`src/rtl/cpu_mem_pkg.sv`:
```
// Shared encodings for the MEM stage: memory op codes, FSM state codes, fault causes,
// plus small op-class helpers used by the stage.
package cpu_mem_pkg;

  localparam logic [3:0] OP_NONE = 4'd0;
  localparam logic [3:0] OP_LW   = 4'd1;
  localparam logic [3:0] OP_LH   = 4'd2;
  localparam logic [3:0] OP_LHU  = 4'd3;
  localparam logic [3:0] OP_LB   = 4'd4;
  localparam logic [3:0] OP_LBU  = 4'd5;
  localparam logic [3:0] OP_SW   = 4'd6;
  localparam logic [3:0] OP_SH   = 4'd7;
  localparam logic [3:0] OP_SB   = 4'd8;

  localparam logic [0:0] ST_IDLE = 1'b0;
  localparam logic [0:0] ST_RMW  = 1'b1;

  localparam logic [1:0] EXC_MISALIGN = 2'b01;
  localparam logic [1:0] EXC_RANGE    = 2'b10;

  function automatic logic op_is_load(input logic [3:0] op);
    return (op >= OP_LW) && (op <= OP_LBU);
  endfunction

  function automatic logic op_is_sub_store(input logic [3:0] op);
    return (op == OP_SH) || (op == OP_SB);
  endfunction

endpackage

```
`src/rtl/mem_access_stage_if.sv`:
```
// Data-memory bus between the MEM stage (master) and the word-addressed dmem (slave).
// rdata is combinational from addr within the same cycle.
interface mem_access_stage_if;
  logic        CS;
  logic        DM_R;
  logic        DM_W;
  logic [31:0] addr;
  logic [31:0] wdata;
  logic [31:0] rdata;

  modport master (output CS, output DM_R, output DM_W, output addr, output wdata, input rdata);
  modport slave  (input CS, input DM_R, input DM_W, input addr, input wdata, output rdata);
endinterface

```
`src/rtl/mem_lane_align.sv`:
```
// Little-endian lane handling: extracts and extends sub-word load data, and merges
// sub-word store data into the word read back from dmem.
module mem_lane_align
  import cpu_mem_pkg::*;
(
  input  logic [3:0]  op,
  input  logic [1:0]  byte_off,
  input  logic [31:0] rdata,
  input  logic [31:0] wdata,
  output logic [31:0] load_data,
  output logic [31:0] merge_data
);

  logic [7:0]  byte_sel;
  logic [15:0] half_sel;

  always_comb begin
    byte_sel = rdata[{byte_off, 3'b000} +: 8];
    half_sel = byte_off[1] ? rdata[31:16] : rdata[15:0];

    load_data = rdata;
    case (op)
      OP_LH:   load_data = {{16{half_sel[15]}}, half_sel};
      OP_LHU:  load_data = {16'h0000, half_sel};
      OP_LB:   load_data = {{24{byte_sel[7]}}, byte_sel};
      OP_LBU:  load_data = {24'h000000, byte_sel};
      default: load_data = rdata;
    endcase

    merge_data = rdata;
    if (op == OP_SB) begin
      merge_data[{byte_off, 3'b000} +: 8] = wdata[7:0];
    end else if (op == OP_SH) begin
      if (byte_off[1]) merge_data[31:16] = wdata[15:0];
      else             merge_data[15:0]  = wdata[15:0];
    end
  end

endmodule

```
`src/rtl/mem_access_stage.sv`:
```
// MEM pipeline stage: drives dmem strobes for loads/stores, performs SB/SH as a stalled
// read-modify-write, checks alignment/range faults and registers the MEM/WB result.
module mem_access_stage
  import cpu_mem_pkg::*;
#(
  parameter int unsigned ADDR_W = 11
) (
  input  logic                      clk,
  input  logic                      rst,
  input  logic                      ex_valid,
  input  logic [3:0]                ex_op,
  input  logic [31:0]               ex_addr,
  input  logic [31:0]               ex_wdata,
  input  logic [4:0]                ex_rd,
  input  logic                      ex_regwrite,
  mem_access_stage_if.master        dmem,
  output logic                      stall,
  output logic                      wb_valid,
  output logic [4:0]                wb_rd,
  output logic                      wb_regwrite,
  output logic [31:0]               wb_data,
  output logic                      exc,
  output logic [1:0]                exc_cause
);

  logic [0:0]  state_q, state_d;
  logic [31:0] merge_q, merge_d;
  logic        wb_valid_q, wb_valid_d;
  logic [4:0]  wb_rd_q, wb_rd_d;
  logic        wb_regwrite_q, wb_regwrite_d;
  logic [31:0] wb_data_q, wb_data_d;
  logic        exc_q, exc_d;
  logic [1:0]  exc_cause_q, exc_cause_d;

  logic        is_load, is_sw, is_sub, is_mem;
  logic        misalign, out_of_range, fault;
  logic [31:0] load_data, merge_data;
  logic        cs, dm_r, dm_w, stall_c;
  logic [31:0] wdata_c;

  mem_lane_align u_lane_align (
    .op         (ex_op),
    .byte_off   (ex_addr[1:0]),
    .rdata      (dmem.rdata),
    .wdata      (ex_wdata),
    .load_data  (load_data),
    .merge_data (merge_data)
  );

  always_comb begin
    is_load  = op_is_load(ex_op);
    is_sw    = (ex_op == OP_SW);
    is_sub   = op_is_sub_store(ex_op);
    is_mem   = is_load | is_sw | is_sub;
    misalign = (((ex_op == OP_LW) || is_sw) && (ex_addr[1:0] != 2'b00)) ||
               (((ex_op == OP_LH) || (ex_op == OP_LHU) || (ex_op == OP_SH)) && ex_addr[0]);
    out_of_range = ((ex_addr >> (ADDR_W + 2)) != 32'd0);
    fault    = ex_valid && is_mem && (misalign || out_of_range);
  end

  // Strobes are gated by reset so an in-flight RMW write is dropped immediately.
  always_comb begin
    cs      = 1'b0;
    dm_r    = 1'b0;
    dm_w    = 1'b0;
    stall_c = 1'b0;
    wdata_c = 32'h0;
    if (rst) begin
      if (state_q == ST_RMW) begin
        cs      = 1'b1;
        dm_w    = 1'b1;
        wdata_c = merge_q;
      end else if (ex_valid && !fault) begin
        if (is_load) begin
          cs   = 1'b1;
          dm_r = 1'b1;
        end else if (is_sw) begin
          cs      = 1'b1;
          dm_w    = 1'b1;
          wdata_c = ex_wdata;
        end else if (is_sub) begin
          cs      = 1'b1;
          dm_r    = 1'b1;
          stall_c = 1'b1;
        end
      end
    end
  end

  assign dmem.CS    = cs;
  assign dmem.DM_R  = dm_r;
  assign dmem.DM_W  = dm_w;
  assign dmem.addr  = {2'b00, ex_addr[31:2]};
  assign dmem.wdata = wdata_c;
  assign stall      = stall_c;

  always_comb begin
    state_d       = state_q;
    merge_d       = merge_q;
    wb_valid_d    = 1'b0;
    wb_rd_d       = wb_rd_q;
    wb_regwrite_d = wb_regwrite_q;
    wb_data_d     = wb_data_q;
    exc_d         = 1'b0;
    exc_cause_d   = exc_cause_q;
    case (state_q)
      ST_RMW: begin
        wb_valid_d    = 1'b1;
        wb_rd_d       = ex_rd;
        wb_regwrite_d = 1'b0;
        state_d       = ST_IDLE;
      end
      default: begin
        if (ex_valid) begin
          if (fault) begin
            wb_valid_d    = 1'b1;
            wb_rd_d       = ex_rd;
            wb_regwrite_d = 1'b0;
            wb_data_d     = ex_addr;
            exc_d         = 1'b1;
            exc_cause_d   = misalign ? EXC_MISALIGN : EXC_RANGE;
          end else if (is_sub) begin
            merge_d = merge_data;
            state_d = ST_RMW;
          end else begin
            wb_valid_d    = 1'b1;
            wb_rd_d       = ex_rd;
            wb_regwrite_d = is_sw ? 1'b0 : ex_regwrite;
            wb_data_d     = is_load ? load_data : ex_addr;
          end
        end
      end
    endcase
  end

  always_ff @(posedge clk or negedge rst) begin
    if (!rst) begin
      state_q       <= ST_IDLE;
      merge_q       <= 32'h0;
      wb_valid_q    <= 1'b0;
      wb_rd_q       <= 5'd0;
      wb_regwrite_q <= 1'b0;
      wb_data_q     <= 32'h0;
      exc_q         <= 1'b0;
      exc_cause_q   <= 2'b00;
    end else begin
      state_q       <= state_d;
      merge_q       <= merge_d;
      wb_valid_q    <= wb_valid_d;
      wb_rd_q       <= wb_rd_d;
      wb_regwrite_q <= wb_regwrite_d;
      wb_data_q     <= wb_data_d;
      exc_q         <= exc_d;
      exc_cause_q   <= exc_cause_d;
    end
  end

  assign wb_valid    = wb_valid_q;
  assign wb_rd       = wb_rd_q;
  assign wb_regwrite = wb_regwrite_q;
  assign wb_data     = wb_data_q;
  assign exc         = exc_q;
  assign exc_cause   = exc_cause_q;

endmodule

```
`src/flat_wrapper.sv`:
```
// flat-port wrapper written by rule: the top's interface ports become plain ports
module mem_access_stage_flat import cpu_mem_pkg::*;
#(
  parameter int unsigned ADDR_W = 11
)
  (clk, rst, ex_valid, ex_op, ex_addr, ex_wdata, ex_rd, ex_regwrite, stall, wb_valid, wb_rd, wb_regwrite, wb_data, exc, exc_cause, dmem_CS, dmem_DM_R, dmem_DM_W, dmem_addr, dmem_wdata, dmem_rdata);
  mem_access_stage_if dmem_i ();
  input  logic clk;
  input  logic rst;
  input  logic ex_valid;
  input  logic [3:0] ex_op;
  input  logic [31:0] ex_addr;
  input  logic [31:0] ex_wdata;
  input  logic [4:0] ex_rd;
  input  logic ex_regwrite;
  output logic stall;
  output logic wb_valid;
  output logic [4:0] wb_rd;
  output logic wb_regwrite;
  output logic [31:0] wb_data;
  output logic exc;
  output logic [1:0] exc_cause;
  output wire logic [$bits(dmem_i.CS)-1:0] dmem_CS;
  output wire logic [$bits(dmem_i.DM_R)-1:0] dmem_DM_R;
  output wire logic [$bits(dmem_i.DM_W)-1:0] dmem_DM_W;
  output wire logic [$bits(dmem_i.addr)-1:0] dmem_addr;
  output wire logic [$bits(dmem_i.wdata)-1:0] dmem_wdata;
  input wire logic [$bits(dmem_i.rdata)-1:0] dmem_rdata;
  assign dmem_CS = dmem_i.CS;
  assign dmem_DM_R = dmem_i.DM_R;
  assign dmem_DM_W = dmem_i.DM_W;
  assign dmem_addr = dmem_i.addr;
  assign dmem_wdata = dmem_i.wdata;
  assign dmem_i.rdata = dmem_rdata;
  mem_access_stage #(.ADDR_W(ADDR_W)) u_core (.clk(clk), .rst(rst), .ex_valid(ex_valid), .ex_op(ex_op), .ex_addr(ex_addr), .ex_wdata(ex_wdata), .ex_rd(ex_rd), .ex_regwrite(ex_regwrite), .dmem(dmem_i), .stall(stall), .wb_valid(wb_valid), .wb_rd(wb_rd), .wb_regwrite(wb_regwrite), .wb_data(wb_data), .exc(exc), .exc_cause(exc_cause));
endmodule
```
`config.mk`:
```
export PLATFORM = sky130hd
export DESIGN_NAME = mem_access_stage_flat
export DESIGN_NICKNAME = d
export VERILOG_FILES = /design/src/rtl/cpu_mem_pkg.sv /design/src/rtl/mem_access_stage_if.sv /design/src/rtl/mem_lane_align.sv /design/src/rtl/mem_access_stage.sv /design/src/flat_wrapper.sv
export SDC_FILE = /design/constraint.sdc
export NUM_CORES = 1
export LEC_CHECK = 0
export ABC_AREA = 1
export BUFFER_PORTS_ARGS = -buffer_cell sky130_fd_sc_hd__clkbuf_2
export CORE_AREA = 2 2 101 127
export CTS_BUF_LIST = sky130_fd_sc_hd__clkbuf_16
export CTS_CLUSTER_DIAMETER = 200
export CTS_CLUSTER_SIZE = 28
export DETAILED_ROUTE_END_ITERATION = 10
export DIE_AREA = 0 0 103 129
export PLACE_DENSITY = 0.95
export SLEW_MARGIN = 20
export SYNTH_ARGS = -nofsm -noshare
export SYNTH_HDL_FRONTEND = slang
export SYNTH_SLANG_ARGS = --single-unit
export TNS_END_PERCENT = 30
```
`constraint.sdc`:
```
create_clock -name clk -period 3.9 [get_ports clk]
set_input_delay 0.78 -clock clk [delete_from_list [all_inputs] [get_ports clk]]
set_output_delay 0.78 -clock clk [all_outputs]
set_load 0.05 [all_outputs]
```
==> results of run 1 <==
per-layer routing:
layer  routed length (um)  track usage  vias up  share of wire
li1                     -            -     3849              -
met1                 8410        0.429     3696           0.36
met2                10700        0.545      690           0.46
met3                 2880       0.0782      151           0.12
met4                 1550        0.212        0          0.066
met5                    0            0        -              0
kinds of logic (layout without fill, tap and decap cells):
family          after synthesis  in the layout  share of synthesized area
other cells                   1              2                   0.000564
simple gates                698            698                      0.441
fa+ha+maj                     4              4                    0.00753
compound gates              130            130                      0.124
flops                        75             75                      0.282
buf+inv                     205            348                      0.145
cell usage after synthesis:
master and number:
nand2_1 475, inv_1 90, dfrtp_1 75, nand3_1 72, nor2_1 67, nand4_1 49
o211ai_1 42, buf_4 40, clkbuf_1 39, o21ai_0 35, a21oi_1 34, buf_2 17
nor3_1 17, o221ai_1 16, buf_1 8, clkinv_1 5, nand2_2 5, ha_1 4
nor2_2 4, buf_6 3, inv_2 3, nand2_4 2, nor2_4 2, nor4_1 2
o21a_1 2, and2_1 1, conb_1 1, nand3_2 1, nand4_2 1, o22ai_1 1
critical path, cell delays in order:
cell and delay [ns]:
clkbuf_2 0.10, inv_1 0.11, nor2_4 0.06, nand2_2 0.32, nand3_1 0.21, nor2_1 0.16, nor2_2 0.07, nand2_4 0.35
nand2_4 0.12, nor4_1 0.44, buf_12 0.21
flip-flops by register name, summed over array words and instances, names as in the netlist:
register	count
u_core.state_q	1
u_core.wb_regwrite	1
u_core.wb_valid	1
u_core.merge_q	32
u_core.exc	1
u_core.exc_cause	2
u_core.wb_data	32
u_core.wb_rd	5
final cells by class:
class / count / area (um^2) / area share
Multi-Input combinational cell: 834 / 3810 / 0.459
Inverter: 98 / 368 / 0.0442
Sequential cell: 75 / 1880 / 0.226
Timing Repair Buffer: 234 / 1760 / 0.212
Tap cell: 164 / 205 / 0.0247
Clock inverter: 7 / 67.6 / 0.00812
Clock buffer: 9 / 225 / 0.0271
where the power goes:
part	internal [mW]	switching, mW
clock network	0.493	0.349
logic	0.287	0.797
registers	0.936	0.0902
per-stage QoR:
step           power [mW]  area, um^2  instances  hold WS (ns)  utilization
3_5_place_dp         2.10        8020       1405         0.463        0.666
2_1_floorplan        1.80        6660       1114         0.442            -
6_report             2.95        8320       1421         0.477        0.690
5_1_grt              3.09        8320       1421         0.493        0.690
4_1_cts              2.94        8320       1421         0.478        0.690
3_3_place_gp         2.07        8020       1405         0.456        0.666
final timing paths:
path | to | slack (ns) | startpoint
worst max-delay path | stall | 0.19 | ex_op[2]
worst min-delay path | u_core.merge_q[5] | 0.48 | u_core.merge_q[5]
worst max register to register | u_core.wb_regwrite | 1.33 | u_core.state_q
worst min register to register | u_core.merge_q[5] | 0.48 | u_core.merge_q[5]
max in group asynchronous | u_core.wb_data[1] | 2.53 | rst
min in group asynchronous | u_core.merge_q[23] | 0.73 | rst
==> impl_metrics.ini, run 1 <==
[final_layout]
drive_gt1_frac = 0.212
area_growth_pct = 25.2
antennaDiodeCount = 0
final_net_count = 1365
mostFrequentLayoutCells = nand2_1, clkbuf_2, inv_1
fill_cells = 1025
mostFrequentLayoutCell = nand2_1

[clock_network]
clock_latency_ns = 0.35
numCtsBuffers = 9
post_cts_buffers = 0
clockBufferDepth = 2
postCtsHoldBufs = 0
clk_pin_slew_ns = 0.06
ctsResizeCount = 0
root_buffer = clkbuf_16
cts_tree = built
cts.htree.levels = 3
clock_sink_count = 75

[place]
dp_hpwl_mm = 17.0
place_congestion = 1.08
pre_cts_slack_ns = 0.254
portBuffers = 216

[timing]
slew_headroom = 0.346
finalSetupTns_ns = 0
setup_viol_count_final = 0
period_share = 0.952
final.setup_skew_ns = 0.00400
tightest_slew_ns = 0.981
setup_ws_ns = 0.185
rsz0062_at_grt = false
hold_viol_final = 0
fin_crit_ns = 3.71
drv_slew = 0
fmax_ghz = 0.269

[drt]
drt_pass1_iterations = 7
ant_nets = 0
first_iter_violations = 1158
wl_per_cell_um = 16.6
vias = 8386
vias_per_cell = 5.90
routed_wl_mm = 23.6
drc = 0

[grt]
track_usage = 0.347
grt_pass1_vias = 7559
grt_max_degree = 76
grt_pass1_wl_mm = 36.4
antenna_found_initial = 0
overflow = 0

[setup_path]
r2r_cells = 5
crit_path_end_kind = primary output
start_kind = input port
crit_type = in -> out
arrival_ns = 2.93
crit_path_max_fanout = 39
required_ns = 3.12

[floorplan]
rows = 45
die_h_um = 129
fp.dieArea_um2 = 13300
io_pins = 219
core_area_um2 = 12000
initial_core_util = 0.552
die-width_um = 103

[worst_hold_path]
hp-class = reg -> reg
min_path_cells = 2

[yosys]
yosysWarnings = 0
synth_area_leaders = dfrtp_1, nand2_1, nand3_1
synth_top_cell_area_share = 0.282
synth.distinct_cells = 30
ys_ff_latch = 75
avgSynthCellArea_um2 = 5.97
syn_area_um2 = 6650
syn_inst = 1113
yosysTopAreaCell = dfrtp_1
seq_area_frac_synth = 0.282

[power]
p_leak_nw = 4.55
p_per_area_nw_per_um2 = 355
irDropWorstVdd_uv = 194

[flow_run]
drv_cap = 0

[run_status]
status = finished, final reports clean
Note: power is estimated with default switching activity, not from simulation.
==> inputs of run 2 (changes only) <==
--- a/config.mk
+++ b/config.mk
@@ -7,13 +7,13 @@
 export LEC_CHECK = 0
 export ABC_AREA = 1
 export BUFFER_PORTS_ARGS = -buffer_cell sky130_fd_sc_hd__clkbuf_2
-export CORE_AREA = 2 2 101 127
+export CORE_AREA = 2 2 105 132
 export CTS_BUF_LIST = sky130_fd_sc_hd__clkbuf_16
 export CTS_CLUSTER_DIAMETER = 200
 export CTS_CLUSTER_SIZE = 28
 export DETAILED_ROUTE_END_ITERATION = 10
-export DIE_AREA = 0 0 103 129
-export PLACE_DENSITY = 0.95
+export DIE_AREA = 0 0 107 134
+export PLACE_DENSITY = 0.91
 export SLEW_MARGIN = 20
 export SYNTH_ARGS = -nofsm -noshare
 export SYNTH_HDL_FRONTEND = slang
==> constraint.sdc (replaced) <==
create_clock -name clk -period 3.7 [get_ports clk]
set_input_delay 0.74 -clock clk [delete_from_list [all_inputs] [get_ports clk]]
set_output_delay 0.74 -clock clk [all_outputs]
set_load 0.05 [all_outputs]
==> run 2 against run 1 <==
Core utilization fell by 5.0 points. Sequential share of layout area fell by 0.21 points. Combinational power rose by 6%. Global-route usage fell by 2.3 points. Via count fell by 2.2%. Flip-flop and latch count did not move. Clock power rose by 14%.
==> impl_metrics.ini, run 2 (synthesized netlist as in run 1, its figures left out) <==
[timing]
fmax_ghz = 0.290
setup_ws_ns = 0.255
hold_viol_final = 0
setup_viol_count_final = 0
period_share = 0.931
fin_crit_ns = 3.44
slew_headroom = 0.344
rsz0062_at_grt = false
tightest_slew_ns = 0.983
finalSetupTns_ns = 0
drv_slew = 0
final.setup_skew_ns = 0.00698

[floorplan]
die-width_um = 107
initial_core_util = 0.507
die_h_um = 134
rows = 47
core_area_um2 = 13100
fp.dieArea_um2 = 14300
io_pins = 219

[clock_network]
clock_sink_count = 75
root_buffer = clkbuf_16
clock_latency_ns = 0.34
ctsResizeCount = 0
cts.htree.levels = 3
numCtsBuffers = 9
post_cts_buffers = 0
cts_tree = built
clk_pin_slew_ns = 0.05
clockBufferDepth = 2
postCtsHoldBufs = 0

[power]
p_leak_nw = 4.59
finalPower_mw = 3.18
p_per_area_nw_per_um2 = 379
irDropWorstVdd_uv = 263

[drt]
vias_per_cell = 5.72
ant_nets = 0
drc = 0
drt_pass1_iterations = 6
first_iter_violations = 911
vias = 8200
wl_per_cell_um = 16.2
routed_wl_mm = 23.3

[setup_path]
crit_type = in -> out
crit_end = stall
crit_path_max_fanout = 42
crit_start = ex_addr[1]
regToRegSetupSlack_ns = 1.68
arrival_ns = 2.70
r2r_cells = 5
required_ns = 2.96
start_kind = input port
r2r-end = u_core.merge_q[22]
crit_path_end_kind = primary output
r2r-start = u_core.state_q

[final_layout]
fill_cells = 1207
drive_gt1_frac = 0.216
area_growth_pct = 26.3
antennaDiodeCount = 0
final_cell_area_um2 = 8400
final_cells = 1434
mostFrequentLayoutCells = nand2_1, clkbuf_2, inv_1
mostFrequentLayoutCell = nand2_1
final_net_count = 1371

[worst_hold_path]
min_path_cells = 2
hp-class = reg -> reg
hp-start = u_core.wb_data[5]

[place]
dp_hpwl_mm = 17.4
place_congestion = 1.05
postPlaceCellArea_um2 = 8080
portBuffers = 216
dp_cells = 1418
pre_cts_slack_ns = 0.313

[grt]
grt_pass1_wl_mm = 37.0
antenna_found_initial = 0
overflow = 0
track_usage = 0.324
grt_pass1_vias = 7503
grt_max_degree = 76

[flow_run]
drv_cap = 0

[run_status]
status = finished, final reports clean
[run 2: cell types whose count changed in the layout (fill, tap and decap cells not counted), sizes merged]
cell	change
buf	+6
bufinv	+1
clkinv	-2
inv	+1
[run 2: area by class of cell]
class | count | area (um^2) | area share
Tap cell | 171 | 214 | 0.0255
Timing Repair Buffer | 240 | 1800 | 0.215
Inverter | 98 | 368 | 0.0438
Clock inverter | 7 | 92.6 | 0.0110
Multi-Input combinational cell | 834 | 3810 | 0.454
Clock buffer | 9 | 225 | 0.0268
Sequential cell | 75 | 1880 | 0.224
[run 2: worst min-delay path by stage]
stage / endpoint / slack [ns]
after floorplan: u_core.exc / 0.44
after global placement: u_core.merge_q[21] / 0.46
after detailed placement: u_core.wb_data[27] / 0.46
after CTS: u_core.wb_data[27] / 0.48
after global routing: u_core.merge_q[21] / 0.50
final: u_core.wb_data[5] / 0.48
[run 2: metal layers]
metal / global-route usage / part of all wire / wire (um) / vias up
met2: 0.521 / 0.47 / 10900 / 547
met5: 0 / 0 / 0 / -
met1: 0.405 / 0.38 / 8840 / 3660
met3: 0.0510 / 0.093 / 2160 / 122
met4: 0.202 / 0.059 / 1380 / 0
li1: - / - / - / 3871
[run 2: power breakdown]
| group | switching [mW] | internal, mW | leakage (nW) |
|---|---|---|---|
| Clock | 0.372 | 0.590 | 0.155 |
| Combinational | 0.837 | 0.305 | 3.50 |
| Sequential | 0.0951 | 0.986 | 0.939 |
[run 2: worst max-delay path: stages]
cell and delay (ns):
clkbuf_2 0.11, inv_1 0.18, ha_1 0.21, clkinv_1 0.09, nand2_1 0.07, nand2_1 0.09
inv_2 0.07, nand2_2 0.05, nand2_4 0.36, nand2_4 0.12, nor4_1 0.27, buf_4 0.19
buf_12 0.13
[run 2: through the flow]
step            util  hold slack (ns)
3_3_place_gp   0.616            0.457
4_1_cts        0.640            0.481
6_report       0.640            0.476
3_5_place_dp   0.616            0.464
2_1_floorplan      -            0.442
5_1_grt        0.640            0.501
==> inputs of run 3 (changes only) <==
--- a/config.mk
+++ b/config.mk
@@ -13,6 +13,7 @@
 export CTS_CLUSTER_SIZE = 28
 export DETAILED_ROUTE_END_ITERATION = 10
 export DIE_AREA = 0 0 107 134
+export MAX_ROUTING_LAYER = met4
 export PLACE_DENSITY = 0.91
 export SLEW_MARGIN = 20
 export SYNTH_ARGS = -nofsm -noshare
==> run 3 against run 2 <==
Combinational power hardly changed. First-iteration DRC count is 11% higher. Critical path depth stayed put. Sequential power hardly changed. Count of clock-buffer cells in the layout stayed put. Critical endpoint unchanged.
==> impl_metrics.ini, run 3 (synthesized netlist as in run 1, its figures left out) <==
[timing]
rsz0062_at_grt = false
setup_viol_count_final = 0
finalSetupTns_ns = 0
tightest_slew_ns = 0.952
setup_ws_ns = 0.320
slew_headroom = 0.365
period_share = 0.914
fmax_ghz = 0.296
holdWs_ns = 0.479
hold_viol_final = 0
final.setup_skew_ns = 0.00993
fin_crit_ns = 3.38
drv_slew = 0

[setup_path]
start_kind = input port
required_ns = 2.96
crit_path_end_kind = primary output
crit_type = in -> out
arrival_ns = 2.64
crit_path_max_fanout = 37

[clock_network]
postCtsHoldBufs = 0
clock_latency_ns = 0.34
ctsResizeCount = 0
clockBufferDepth = 2
post_cts_buffers = 0
clock_sink_count = 75
root_buffer = clkbuf_16
cts.htree.levels = 3
cts_tree = built
clk_pin_slew_ns = 0.06
numCtsBuffers = 9

[final_layout]
antennaDiodeCount = 0
area_growth_pct = 26.0
final_cells = 1434
multi_input_area_um2 = 3810
mostFrequentLayoutCell = nand2_1
drive_gt1_frac = 0.216
final_net_count = 1371
fin_util = 0.638
fill_cells = 1164
mostFrequentLayoutCells = nand2_1, clkbuf_2, inv_1
final-seq-area_um2 = 1880

[grt]
grt_pass1_wl_mm = 37.4
overflow = 0
grt_max_degree = 76
grt_pass1_vias = 7536
track_usage = 0.336
antenna_found_initial = 0

[worst_hold_path]
hp-class = reg -> reg

[power]
p_leak_nw = 4.57
irDropWorstVdd_uv = 256
p_per_area_nw_per_um2 = 372

[drt]
vias = 8168
routed_wl_mm = 23.4
drt_pass1_iterations = 7
vias_per_cell = 5.70
first_iter_violations = 1012
drc = 0
ant_nets = 0
wl_per_cell_um = 16.3

[floorplan]
rows = 47
fp.dieArea_um2 = 14300
die_h_um = 134
core_area_um2 = 13100
die-width_um = 107
initial_core_util = 0.507
io_pins = 219

[flow_run]
drv_cap = 0

[place]
dp_cells = 1418
pre_cts_slack_ns = 0.359
dp_hpwl_mm = 17.7
portBuffers = 216
place_congestion = 1.06

[run_status]
status = finished, final reports clean
-- run 3: layout make-up --
class / instances / area share
sequential: 75 / 0.224
clock buffer: 9 / 0.0269
inverter: 98 / 0.0439
timing repair buffer: 240 / 0.216
tap: 171 / 0.0256
multi-input combinational: 834 / 0.456
clock inverter: 7 / 0.00822
-- run 3: worst max-delay path, cell delays in order --
cell	delay (ns)
clkbuf_2	0.11
inv_1	0.17
ha_1	0.21
clkinv_1	0.08
nand2_1	0.07
nand2_1	0.10
inv_2	0.07
nand2_2	0.05
nand2_4	0.33
nand2_4	0.12
nor4_1	0.28
buf_4	0.19
buf_12	0.13
-- run 3: final timing paths --
path	start	end	slack, ns	cells after the start
max reg2reg	u_core.state_q	u_core.merge_q[22]	1.69	5
max	ex_addr[1]	stall	0.32	13
max in group asynchronous	rst	u_core.wb_data[21]	2.39	2
min in group asynchronous	rst	u_core.state_q	0.69	2
min reg2reg	u_core.wb_data[19]	u_core.wb_data[19]	0.48	2
min	u_core.wb_data[19]	u_core.wb_data[19]	0.48	2
-- run 3: through the flow --
step,area (um^2),total power [mW]
after floorplan,6660,1.90
after global placement,8080,2.19
after detailed placement,8080,2.22
after CTS,8370,3.11
after global routing,8370,3.27
final,8370,3.12
-- run 3: metal layers --
metal,wire length [um],GRT usage,vias to the layer above
li1,-,-,3865
met1,8960,0.408,3626
met2,11000,0.532,563
met3,2120,0.0534,114
met4,1310,0.187,0
met5,0,-,-
-- run 3: where the power goes --
group | switching [mW] | total, mW | internal [mW]
Combinational | 0.840 | 1.15 | 0.306
Sequential | 0.0951 | 1.08 | 0.986
Clock | 0.371 | 0.891 | 0.520
Total | 1.31 | 3.12 | 1.81
